--- config.mk ---
export PLATFORM = sky130hd
export DESIGN_NAME = hack_ram_arbiter_flat
export DESIGN_NICKNAME = d
export VERILOG_FILES = /design/src/rtl/hack_ram_arbiter_if.sv /design/src/rtl/hack_ram_arbiter.sv /design/src/flat_wrapper.sv
export SDC_FILE = /design/constraint.sdc
export NUM_CORES = 1
export LEC_CHECK = 0
export ABC_AREA = 1
export CAP_MARGIN = 25
export CORE_UTILIZATION = 27
export DETAILED_ROUTE_END_ITERATION = 8
export GPL_ROUTABILITY_DRIVEN = 0
export PLACE_DENSITY_LB_ADDON = 0.05
export SYNTH_ARGS = -nofsm -noshare
export SYNTH_HDL_FRONTEND = slang
export SYNTH_SLANG_ARGS = --single-unit
--- constraint.sdc ---
create_clock -name Clk -period 1.8 [get_ports Clk]
set_clock_uncertainty 0.05 [all_clocks]
set_input_delay 0.45 -clock Clk [delete_from_list [all_inputs] [get_ports Clk]]
set_output_delay 0.45 -clock Clk [all_outputs]
set_load 0.03 [all_outputs]
--- src/rtl/hack_ram_arbiter_if.sv ---
// Bus bundle for hack_ram_arbiter: CPU data port, DMA/debug port and the RAM side.
// The arbiter binds the slave modport; whatever drives the requests and models the RAM binds master.
interface hack_ram_arbiter_if #(
  parameter int unsigned ADDR_W = 15,
  parameter int unsigned DATA_W = 16
) ();
  logic              cpu_req;
  logic              cpu_we;
  logic [ADDR_W-1:0] cpu_addr;
  logic [DATA_W-1:0] cpu_wdata;
  logic [DATA_W-1:0] cpu_rdata;
  logic              cpu_stall;

  logic              dma_req;
  logic              dma_we;
  logic [ADDR_W-1:0] dma_addr;
  logic [DATA_W-1:0] dma_wdata;
  logic              dma_gnt;
  logic              dma_rvalid;
  logic [DATA_W-1:0] dma_rdata;

  logic [ADDR_W-1:0] ram_address;
  logic              ram_we;
  logic [DATA_W-1:0] ram_wdata;
  logic [DATA_W-1:0] ram_rdata;

  modport slave (
    input  cpu_req, cpu_we, cpu_addr, cpu_wdata,
    output cpu_rdata, cpu_stall,
    input  dma_req, dma_we, dma_addr, dma_wdata,
    output dma_gnt, dma_rvalid, dma_rdata,
    output ram_address, ram_we, ram_wdata,
    input  ram_rdata
  );

  modport master (
    output cpu_req, cpu_we, cpu_addr, cpu_wdata,
    input  cpu_rdata, cpu_stall,
    output dma_req, dma_we, dma_addr, dma_wdata,
    input  dma_gnt, dma_rvalid, dma_rdata,
    input  ram_address, ram_we, ram_wdata,
    output ram_rdata
  );
endinterface

--- src/rtl/hack_ram_arbiter.sv ---
// Shares the single-port Hack data RAM between the CPU (default priority) and a DMA master,
// with a starvation counter forcing a DMA slot. Define ARB_PERF_CNT_EN for perf counters.
module hack_ram_arbiter #(
  parameter int unsigned ADDR_W       = 15,
  parameter int unsigned DATA_W       = 16,
  parameter int unsigned STARVE_LIMIT = 4
) (
  input  logic        Clk,
  input  logic        Reset,
`ifdef ARB_PERF_CNT_EN
  output logic [15:0] perf_stall_cnt,
  output logic [15:0] perf_dma_cnt,
`endif
  hack_ram_arbiter_if.slave bus
);

  localparam logic [7:0] LimitW = 8'(STARVE_LIMIT);

  typedef enum logic [1:0] {StIdle, StWait, StForce} state_e;

  state_e     state_q, state_d;
  logic [7:0] starve_cnt_q, starve_cnt_d;
  logic       dma_rvalid_q, dma_rvalid_d;

  logic       force_slot;
  logic       dma_gnt;
  logic       dma_denied;
  logic [7:0] starve_cnt_inc;

  // Grants are masked while Reset is low so nothing reaches the RAM during reset.
  assign force_slot = Reset && (state_q == StForce) && bus.dma_req;
  assign dma_gnt    = Reset && bus.dma_req && (force_slot || !bus.cpu_req);
  assign dma_denied = bus.dma_req && !dma_gnt;

  assign bus.dma_gnt     = dma_gnt;
  assign bus.cpu_stall   = force_slot;
  assign bus.ram_address = dma_gnt ? bus.dma_addr : bus.cpu_addr;
  assign bus.ram_we      = Reset && (dma_gnt ? bus.dma_we : (bus.cpu_req && bus.cpu_we));
  assign bus.ram_wdata   = dma_gnt ? bus.dma_wdata : bus.cpu_wdata;
  assign bus.cpu_rdata   = bus.ram_rdata;
  assign bus.dma_rdata   = bus.ram_rdata;
  assign bus.dma_rvalid  = dma_rvalid_q;

  assign starve_cnt_inc = starve_cnt_q + 8'd1;

  always_comb begin
    state_d      = state_q;
    starve_cnt_d = starve_cnt_q;
    unique case (state_q)
      StIdle: begin
        if (dma_denied) begin
          starve_cnt_d = 8'd1;
          state_d      = (8'd1 >= LimitW) ? StForce : StWait;
        end
      end
      StWait: begin
        if (dma_denied) begin
          starve_cnt_d = starve_cnt_inc;
          if (starve_cnt_inc >= LimitW) state_d = StForce;
        end else begin
          state_d      = StIdle;
          starve_cnt_d = '0;
        end
      end
      StForce: begin
        state_d      = StIdle;
        starve_cnt_d = '0;
      end
      default: begin
        state_d      = StIdle;
        starve_cnt_d = '0;
      end
    endcase
    dma_rvalid_d = dma_gnt && !bus.dma_we;
  end

  always_ff @(posedge Clk) begin
    if (!Reset) begin
      state_q      <= StIdle;
      starve_cnt_q <= '0;
      dma_rvalid_q <= 1'b0;
    end else begin
      state_q      <= state_d;
      starve_cnt_q <= starve_cnt_d;
      dma_rvalid_q <= dma_rvalid_d;
    end
  end

`ifdef ARB_PERF_CNT_EN
  logic [15:0] stall_cnt_q, stall_cnt_d;
  logic [15:0] dma_cnt_q, dma_cnt_d;

  always_comb begin
    stall_cnt_d = stall_cnt_q;
    dma_cnt_d   = dma_cnt_q;
    if (force_slot && (stall_cnt_q != 16'hFFFF)) stall_cnt_d = stall_cnt_q + 16'd1;
    if (dma_gnt && (dma_cnt_q != 16'hFFFF))      dma_cnt_d   = dma_cnt_q + 16'd1;
  end

  always_ff @(posedge Clk) begin
    if (!Reset) begin
      stall_cnt_q <= '0;
      dma_cnt_q   <= '0;
    end else begin
      stall_cnt_q <= stall_cnt_d;
      dma_cnt_q   <= dma_cnt_d;
    end
  end

  assign perf_stall_cnt = stall_cnt_q;
  assign perf_dma_cnt   = dma_cnt_q;
`endif

endmodule
--- src/flat_wrapper.sv ---
// flat-port wrapper written by rule: the top's interface ports become plain ports
module hack_ram_arbiter_flat 
#(
  parameter int unsigned ADDR_W       = 15,
  parameter int unsigned DATA_W       = 16,
  parameter int unsigned STARVE_LIMIT = 4
)
  (Clk, Reset, bus_cpu_req, bus_cpu_we, bus_cpu_addr, bus_cpu_wdata, bus_cpu_rdata, bus_cpu_stall, bus_dma_req, bus_dma_we, bus_dma_addr, bus_dma_wdata, bus_dma_gnt, bus_dma_rvalid, bus_dma_rdata, bus_ram_address, bus_ram_we, bus_ram_wdata, bus_ram_rdata);
  hack_ram_arbiter_if #(.ADDR_W(ADDR_W), .DATA_W(DATA_W)) bus_i ();
  input  logic Clk;
  input  logic Reset;
  input wire logic [$bits(bus_i.cpu_req)-1:0] bus_cpu_req;
  input wire logic [$bits(bus_i.cpu_we)-1:0] bus_cpu_we;
  input wire logic [$bits(bus_i.cpu_addr)-1:0] bus_cpu_addr;
  input wire logic [$bits(bus_i.cpu_wdata)-1:0] bus_cpu_wdata;
  output wire logic [$bits(bus_i.cpu_rdata)-1:0] bus_cpu_rdata;
  output wire logic [$bits(bus_i.cpu_stall)-1:0] bus_cpu_stall;
  input wire logic [$bits(bus_i.dma_req)-1:0] bus_dma_req;
  input wire logic [$bits(bus_i.dma_we)-1:0] bus_dma_we;
  input wire logic [$bits(bus_i.dma_addr)-1:0] bus_dma_addr;
  input wire logic [$bits(bus_i.dma_wdata)-1:0] bus_dma_wdata;
  output wire logic [$bits(bus_i.dma_gnt)-1:0] bus_dma_gnt;
  output wire logic [$bits(bus_i.dma_rvalid)-1:0] bus_dma_rvalid;
  output wire logic [$bits(bus_i.dma_rdata)-1:0] bus_dma_rdata;
  output wire logic [$bits(bus_i.ram_address)-1:0] bus_ram_address;
  output wire logic [$bits(bus_i.ram_we)-1:0] bus_ram_we;
  output wire logic [$bits(bus_i.ram_wdata)-1:0] bus_ram_wdata;
  input wire logic [$bits(bus_i.ram_rdata)-1:0] bus_ram_rdata;
  assign bus_i.cpu_req = bus_cpu_req;
  assign bus_i.cpu_we = bus_cpu_we;
  assign bus_i.cpu_addr = bus_cpu_addr;
  assign bus_i.cpu_wdata = bus_cpu_wdata;
  assign bus_cpu_rdata = bus_i.cpu_rdata;
  assign bus_cpu_stall = bus_i.cpu_stall;
  assign bus_i.dma_req = bus_dma_req;
  assign bus_i.dma_we = bus_dma_we;
  assign bus_i.dma_addr = bus_dma_addr;
  assign bus_i.dma_wdata = bus_dma_wdata;
  assign bus_dma_gnt = bus_i.dma_gnt;
  assign bus_dma_rvalid = bus_i.dma_rvalid;
  assign bus_dma_rdata = bus_i.dma_rdata;
  assign bus_ram_address = bus_i.ram_address;
  assign bus_ram_we = bus_i.ram_we;
  assign bus_ram_wdata = bus_i.ram_wdata;
  assign bus_i.ram_rdata = bus_ram_rdata;
  hack_ram_arbiter #(.ADDR_W(ADDR_W), .DATA_W(DATA_W), .STARVE_LIMIT(STARVE_LIMIT)) u_core (.Clk(Clk), .Reset(Reset), .bus(bus_i));
endmodule
# Word-level counts from Yosys, hierarchy flattened
# Index checks and enable logic that the tools add are counted.
[totals]
in_bits = 84
out_inout_bits = 67
reg_bits = 11
elab_cells = 33
[op_classes]
n_eq_ne = 4
order_cmp = 1
n_mux = 10
addsub = 1
reduce_logical = 14
[op_table]
columns = ["op", "n"]
rows = [
  ["$mux 16", 1],
  ["$mux 8", 2],
  ["$pmux 8 s2", 1],
  ["$mux 15", 1],
  ["$add 8x1->8 const B", 1],
  ["$ge 8x3->1 const B", 1],
  ["$logic_and 1x1->1", 8],
  ["$mux 2", 3],
  ["$pmux 2 s2", 1],
  ["$logic_not 1->1", 3],
  ["$ne 3x3->1 const B", 1],
  ["$eq 2x1->1 const B", 1],
  ["$eq 2x2->1 const B", 1],
  ["$logic_not 2->1", 1],
  ["$ne 2x1->1 const B", 1],
  ["$reduce_and 2->1", 1],
  ["$logic_or 1x1->1", 1],
  ["$mux 1", 1],
]

# Longest topological paths before layout
# Gate-level depths: netlist of the first run.
[depth]
word_depth = 9
ltp_mapped = 9
ltp_nobuf = 9

# Worst setup path after synthesis of the first run
# OpenSTA, ideal clock, no wires.
[synth_path]
path_kind = "input -> output"
start = "in Reset"
end = "out bus_ram_we"
arrival_ns = 1.416
setup_slack_ns = -0.116
path_buffers = 0
stages = 4
required_time_ns = 1.300
cell_sequence = "nand2_2 a21oi_2 a21oi_1 nor3_1"
[synth_via]
elab_chain_cells = 6
elab_cells_between_ends = 7
cone_classes = "mux (1); reduce/logical (6)"
[synth_lines]
columns = ["element", "line", "source"]
rows = [
  ["start, declared", "flat_wrapper.sv:11", "input logic Reset;"],
  ["$logic_and 1x1->1 (2 in series)", "hack_ram_arbiter.sv:31", "assign force_slot = Reset && (state_q == StForce) && bus.dma_req;"],
  ["$logic_or 1x1->1", "hack_ram_arbiter.sv:32", "assign dma_gnt = Reset && bus.dma_req && (force_slot || !bus.cpu_req);"],
  ["$logic_and 1x1->1", "hack_ram_arbiter.sv:32", ""],
  ["$mux 1", "hack_ram_arbiter.sv:38", "assign bus.ram_we = Reset && (dma_gnt ? bus.dma_we : (bus.cpu_req && bus.cpu_we));"],
  ["$logic_and 1x1->1 *", "hack_ram_arbiter.sv:38", ""],
  ["end, declared", "flat_wrapper.sv:26", "output wire logic [$bits(bus_i.ram_we)-1:0] bus_ram_we;"],
]
# Mark *: on every way between the ends. The rest lies on a longest branch, timed or not.

# Final worst setup path of the first run
[layout_path]
start = "reg u_core.state_q[0]"
end = "out bus_ram_wdata[11]"
[layout_via]
elab_chain_cells = 6
[layout_lines]
columns = ["element", "line", "source"]
rows = [
  ["start, declared", "hack_ram_arbiter.sv:21", "state_e state_q, state_d;"],
  ["start signal, assigned", "hack_ram_arbiter.sv:79", "state_q <= StIdle;"],
  ["start signal, assigned", "hack_ram_arbiter.sv:83", "state_q <= state_d;"],
  ["$eq 2x2->1", "hack_ram_arbiter.sv:31", ""],
  ["$logic_and 1x1->1 (2 in series)", "hack_ram_arbiter.sv:31", ""],
  ["$logic_or 1x1->1", "hack_ram_arbiter.sv:32", ""],
  ["$logic_and 1x1->1", "hack_ram_arbiter.sv:32", ""],
  ["$mux 16", "hack_ram_arbiter.sv:39", "assign bus.ram_wdata = dma_gnt ? bus.dma_wdata : bus.cpu_wdata;"],
  ["end, declared", "flat_wrapper.sv:27", "output wire logic [$bits(bus_i.ram_wdata)-1:0] bus_ram_wdata;"],
]
# Every way passes these cells.

==> results.md, run 1 <==
* Status: finished with violations
* Failing checks: negative setup slack
* CTS buffer count at 3
* Met3 routed WL at around 330 microns
* Antenna violations before repair at 0
* RSZ-0062 raised after global routing: yes
* CTS tree: yes
* Clk_lat worst skew at about 230 ps
* Number of synthesized flops with an enable pin at 0
* # setup viols final at 33
* Largest family of logic cells by synthesized area: simple AND/OR/NAND/NOR gates
* H-tree depth at 1
* Synth area leaders: nand2_1, buf_4, dfxtp_1, nand3_1, nor2_1
* Tmin final at approximately 1900 ps
* # hold bufs at CTS at 0
* # rows at 24
* Post-synth top flop: dfxtp_1
* Avg WL per Cell at about 14 microns
* Max stage delay on crit path at about 320 ps
* Post-synthesis cell count at approximately 220
* Fraction of registers with async set/reset at 0
* Post-synthesis net count at 309
* I/O pin count at roughly 150
* Fmax at 524.8 MHz
* Setup WS post-layout at -105.3 ps
* Adder-Cell Fraction of Synth Area at 0.01982
* Slew Viols, Final at 0
* Grt ovf at 0
* First-pass iteration count of the detailed router at 4
* Ant diodes at 0
* Period utilization at 1.059
* Synth Area in Simple Gates at 0.4747
* Sink Count at 11
* Worst Hold Class: reg2reg
* Setup TNS at -2475 ps
* DR vias/cell at 4.533
* Area fraction of the dominant cell type after synthesis at 0.3419
* Post-detail-place hpwl at roughly 3500 microns
* Synthesized-area fraction occupied by xor and xnor cells at 0.006938
* Placed cell count at approximately 350
* Critical path launch point type: flop
* Crit path DAT at approximately 1400 ps
* Syn Std Cell Area at 1262 sq um
* GRT Overall Usage at 0.1889
* Tot Pwr at around 1.1 mW
* Full die area at between 4000 and 5000 sq um
* Synth Area per Inst at ~5.7 sq um
* First-pass GRT wire length at 7458 microns
* Post-layout net count at about 400
* Starting DRC count in detailed routing at 28
* Max-cap viol count at 0
* DRC Markers at 0
* Mux contribution to synthesized area at 0
* Met1 WL at 1893 microns
* Largest net degree at the start of global routing at 18
* Clock Tree Root: clkbuf_8
* Final Hold Vio Count at 0
* Routed Antenna Nets at 0
* Leakage at around 1.3 nW
* DIE HEIGHT at ~70 microns
* Initial Util at 0.2860
* Routed met2 length at roughly 2800 microns
* Layout cells sized above 1 at 0.4140
* Synth area leader: nand2_1
* Post-synthesis register bit count at 11
* CP max-delay cell: dfxtp_2
* Top cells by instance count after synthesis: nand2_1, buf_4, dfxtp_1, nand3_1, nor2_1
* Routed wire length at between 5000 and 6000 microns
* Max-slew headroom at 0.7777
* CTS clk-pin slew, worst paths at 50 ps
* Vias in the first global route at between 1500 and 2000
* Cell Pwr Density at roughly 430 nW/um^2
* CP Class: reg2out
* Compound-Gate Fraction of Synth Area at 0.06739
* Total core area at 4414 sq um
* Netlist cell types at 24
* Port bufs at roughly 100
* DR vias at between 1500 and 2000
* DR top layer: met4
* Sequential area share after synthesis at 0.1744
* Yosys warnings at 0
* Die width at 70.38 microns
* Actual slew at the worst max-slew pin at 332.4 ps
* Cell Count, Final, Fillers Out at 366
* Critical Path Sink Type: output port
* Layout area overhead at 109.7%
* Worst EP required at 1300 ps
* Critical path peak fanout at 7
* Clock tree buffer depth at 2
* Count leader, synth: nand2_1
* Worst VDD drop at ~0.63 mV
* Crit-path cells: inv_2 > nand2_4 > a21oi_4 > buf_6 > clkbuf_16 > nand2_2 > nand2_2 > buf_6
## layout by cell type (no fill, tap or decap)
cell type,synthesis,final
nand2_4,1,10
ha_1,2,2
nand3_2,1,1
nor3_2,0,1
inv_2,3,3
xnor2_1,1,1
clkdlybuf4s50_1,0,65
buf_2,3,3
clkbuf_16,0,3
or2_1,1,1
buf_16,0,1
a21oi_2,2,1
nand3_1,10,10
a21oi_1,6,6
buf_6,0,36
a22oi_1,2,2
clkbuf_1,0,1
o211a_1,1,1
clkinv_2,1,1
a21oi_4,0,1
nor2_4,0,1
inv_1,8,8
dfxtp_2,0,2
dfxtp_1,11,9
nand2_1,115,67
clkbuf_8,0,3
nand3b_1,1,1
o21bai_1,1,1
nor2_2,2,2
o21ai_1,1,1
nand2_2,5,43
buf_4,35,13
nand2_8,0,1
buf_12,0,4
nor2_1,9,8
## layout make-up
class,instances,area [sq um]
tap,52,65.06
clock buffer,4,45.04
inverter,12,46.29
timing repair buffer,125,1351
sequential,11,222.7
multi-input combinational,162,917.1
fill,409,1767
## repair_timing
| item | 4_1_cts | 5_1_grt |
|---|---|---|
| endpoints found under the setup margin | 38 | 33 |
| pin swaps | 7 | 19 |
| resized for setup | 62 | 55 |
| gates cloned | 2 | 3 |
| setup buffers | 8 | 2 |
## final timing paths
kind,startpoint,to,slack (ps),cells after the start
worst max register to register,u_core.state_q[0],u_core.starve_cnt_q[4],190,12
worst min-delay path,u_core.starve_cnt_q[7],u_core.starve_cnt_q[7],430,2
worst max-delay path,u_core.state_q[0],bus_ram_wdata[11],-110,8
worst min register to register,u_core.starve_cnt_q[7],u_core.starve_cnt_q[7],430,2
## flip-flops by register name, indices dropped and copies added (netlist names)
signal / count
u_core.bus.dma_rvalid: 1
u_core.state_q: 2
u_core.starve_cnt_q: 8
## through the flow
step	setup slack, ps	instance area (sq um)	utilization	hold slack (ps)
after floorplan	84.44	1267	-	398.0
after global placement	-428.4	2103	0.4765	415.7
after detailed placement	-455.3	2103	0.4765	420.5
after CTS	-145.1	2442	0.5533	429.1
after global routing	-177.8	2648	0.5998	457.9
final	-105.3	2648	0.5998	428.1
## critical path, delay by kind of cell (launching register included)
kind | cells | cell delay [ps]
flops | 1 | 320
simple gates | 3 | 180
buf+inv | 4 | 500
compound gates | 1 | 160
## report_power, final
| part | total, mW | switching (mW) | internal (mW) |
|---|---|---|---|
| Sequential | 0.256 | 0.00557 | 0.250 |
| Combinational | 0.629 | 0.298 | 0.332 |
| Clock | 0.243 | 0.0883 | 0.155 |
| Total | 1.13 | 0.392 | 0.737 |
## routing by layer
layer,vias up,GRT usage
met3,6,0.04906
met1,747,0.2094
li1,837,-
met2,69,0.3556
met5,-,0
met4,0,0.04000
## kinds of logic after synthesis
| kind of cell | after synthesis |
|---|---|
| simple gates | 146 |
| flops | 11 |
| xor+xnor | 1 |
| fa+ha+maj | 2 |
| buf+inv | 50 |
| compound gates | 13 |
(Power assumes the default switching activity.)
==> run 2, diff against run 1 <==
Settings changed: TNS_END_PERCENT set to 100.
==> results of run 2 <==
No change in the layout: final DEF, timing and power equal those of run 1.
==> patch (flow settings as in run 2) <==
`ADDR_W` is set to 15 in 3 places; all go to 14.
--- a/src/rtl/hack_ram_arbiter_if.sv
+++ b/src/rtl/hack_ram_arbiter_if.sv
@@ -1,7 +1,7 @@
 // Bus bundle for hack_ram_arbiter: CPU data port, DMA/debug port and the RAM side.
 // The arbiter binds the slave modport; whatever drives the requests and models the RAM binds master.
 interface hack_ram_arbiter_if #(
-  parameter int unsigned ADDR_W = 15,
+  parameter int unsigned ADDR_W = 14,
   parameter int unsigned DATA_W = 16
 ) ();
   logic              cpu_req;
--- a/src/rtl/hack_ram_arbiter.sv
+++ b/src/rtl/hack_ram_arbiter.sv
@@ -1,7 +1,7 @@
 // Shares the single-port Hack data RAM between the CPU (default priority) and a DMA master,
 // with a starvation counter forcing a DMA slot. Define ARB_PERF_CNT_EN for perf counters.
 module hack_ram_arbiter #(
-  parameter int unsigned ADDR_W       = 15,
+  parameter int unsigned ADDR_W       = 14,
   parameter int unsigned DATA_W       = 16,
   parameter int unsigned STARVE_LIMIT = 4
 ) (
--- a/src/flat_wrapper.sv
+++ b/src/flat_wrapper.sv
@@ -1,7 +1,7 @@
 // flat-port wrapper written by rule: the top's interface ports become plain ports
 module hack_ram_arbiter_flat 
 #(
-  parameter int unsigned ADDR_W       = 15,
+  parameter int unsigned ADDR_W       = 14,
   parameter int unsigned DATA_W       = 16,
   parameter int unsigned STARVE_LIMIT = 4
 )
Interface: changed (resized bus_cpu_addr, bus_dma_addr and bus_ram_address); port bits go from 151 to 148. The function was not compared with the original's and may differ.
==> patch against run 2 <==
The flow still finishes with violations (setup timing). Fmax is 1.3% lower. Routed wire length is 9.5% lower. Synthesized cell count is 1.3% lower. Register-to-register slack worse by 0.15 ns. Synthesized area is 2.7% lower. Worst setup slack worse by 0.025 ns. Global-route usage is 0.52 points lower. Worst hold slack better by 0.0045 ns. Count of clock-buffer cells in the layout stayed put. Clock power is 4% higher. Total power is 3.5% lower. Sequential cell count stayed put. Design area is 7.9% lower.
==> patch: results (changes against run 2) <==
fraction of layout cells with a size suffix above 1: 0.2904 (-0.1236)
first-pass GRT wire length: 7120 um (-4.5%)
worst setup margin: -0.1305 ns (-0.02516 ns)
gr usage total: 0.1838 (-0.005154)
Reg2Reg Setup Slack: 0.04 ns (-0.15 ns)
Synth cell types: 25 (+4.2%)
crit path capture: bus_ram_wdata[1]
Vias: 1,553 (-6.4%)
CP startpoint: bus_cpu_req
compound-gate portion of the synthesized area: 0.06721 (-0.0001837)
Max IR drop VDD: 0.0005463 V (-14%)
Crit-path slowest cell: clkdlybuf4s15_2
Data arrival, critical path: 1.43 ns (+0.02 ns)
final setup fails: 32 (-3.0%)
Post-DP Area: 0.002044 sq mm (-2.8%)
crit-path max FO: 16 (+9)
CP max stage delay: 0.24 ns (-0.08 ns)
Synth Area in XOR/XNOR: 0.007128 (+0.0001907)
outcome: finished with violations
sequential share of the synthesized area: 0.1792 (+0.004796)
leak pwr: 0.001167 uW (-9.6%)
detailed placer's ending HPWL: 3337 um (-5.1%)
Post-synth top cells: nand2_1, buf_4, dfxtp_1, nor2_1, nand3_1
First DRT Iteration DRCs: 25 (-11%)
Layout Nets: 388 (-3.2%)
Internal: 716.8 uW (-2.8%)
Post-Route WL: 4600 um (-9.5%)
Adder-Cell Fraction of Synth Area: 0.02037 (+0.0005450)
DP Worst Slack: -0.4304 ns (+0.02484 ns)
violated checks: setup timing
Slew headroom: 0.7891 (+0.01142)
[patch: cell types whose count changed in the layout (fill, tap and decap cells not counted), sizes merged, moves of 2 or more]
cell	change
clkdlybuf4s50	-2
clkbuf	-3
buf	-4
nand3	-2
[patch: kinds of logic after synthesis]
group	Yosys count
flip-flops	11
buffers and inverters	49
adder cells (fa/ha/maj)	2
XOR/XNOR	1
AO/OA/AOI/OAI	13
AND/OR/NAND/NOR	144
[patch: per-stage QoR]
stage	hold WS [ns]	power (uW)	cells
2_1_floorplan	0.3980	604.8	220
6_report	0.4326	1089	355
3_3_place_gp	0.4133	742.7	342
3_5_place_dp	0.4245	743.1	342
4_1_cts	0.4321	1076	355
5_1_grt	0.4592	1142	355
[patch: repair_timing]
action                                  4_1_cts  5_1_grt
gates resized for setup                      50       32
hold endpoints to repair                      0        0
pin swaps                                    12        9
buffers inserted                              6        3
endpoints found under the setup margin       34       32
cloned                                        3        0
[patch: worst min-delay path, stage by stage (launching register included)]
cell	delay, ns
dfxtp_1	0.32
nand2_1	0.06
a21oi_1	0.05
[patch: cell type report]
class	instances	area, sq um
Inverter	11	45.04
Sequential cell	11	221.5
Clock buffer	4	45.04
Fill cell	432	1916
Timing Repair Buffer	117	1269
Multi-Input combinational cell	160	793.3
Tap cell	52	65.06
[patch: metal layers]
layer  part of all wire  wire length [um]  vias to the layer above  track usage
li1                   -                 -                      808            -
met1               0.42              1942                      674       0.2162
met2               0.50              2286                       64       0.3279
met3              0.073               336                        7      0.05378
met4             0.0074                34                        0      0.03855
met5                  0                 0                        -            0
[patch: power groups by stage]
stage | Clock (uW) | Sequential, uW | Combinational [uW]
floorplan | 0 | 260 | 344
global placement | 0 | 260 | 483
detailed placement | 0 | 260 | 483
CTS | 260 | 256 | 560
global route | 272 | 257 | 613
finish | 253 | 256 | 581
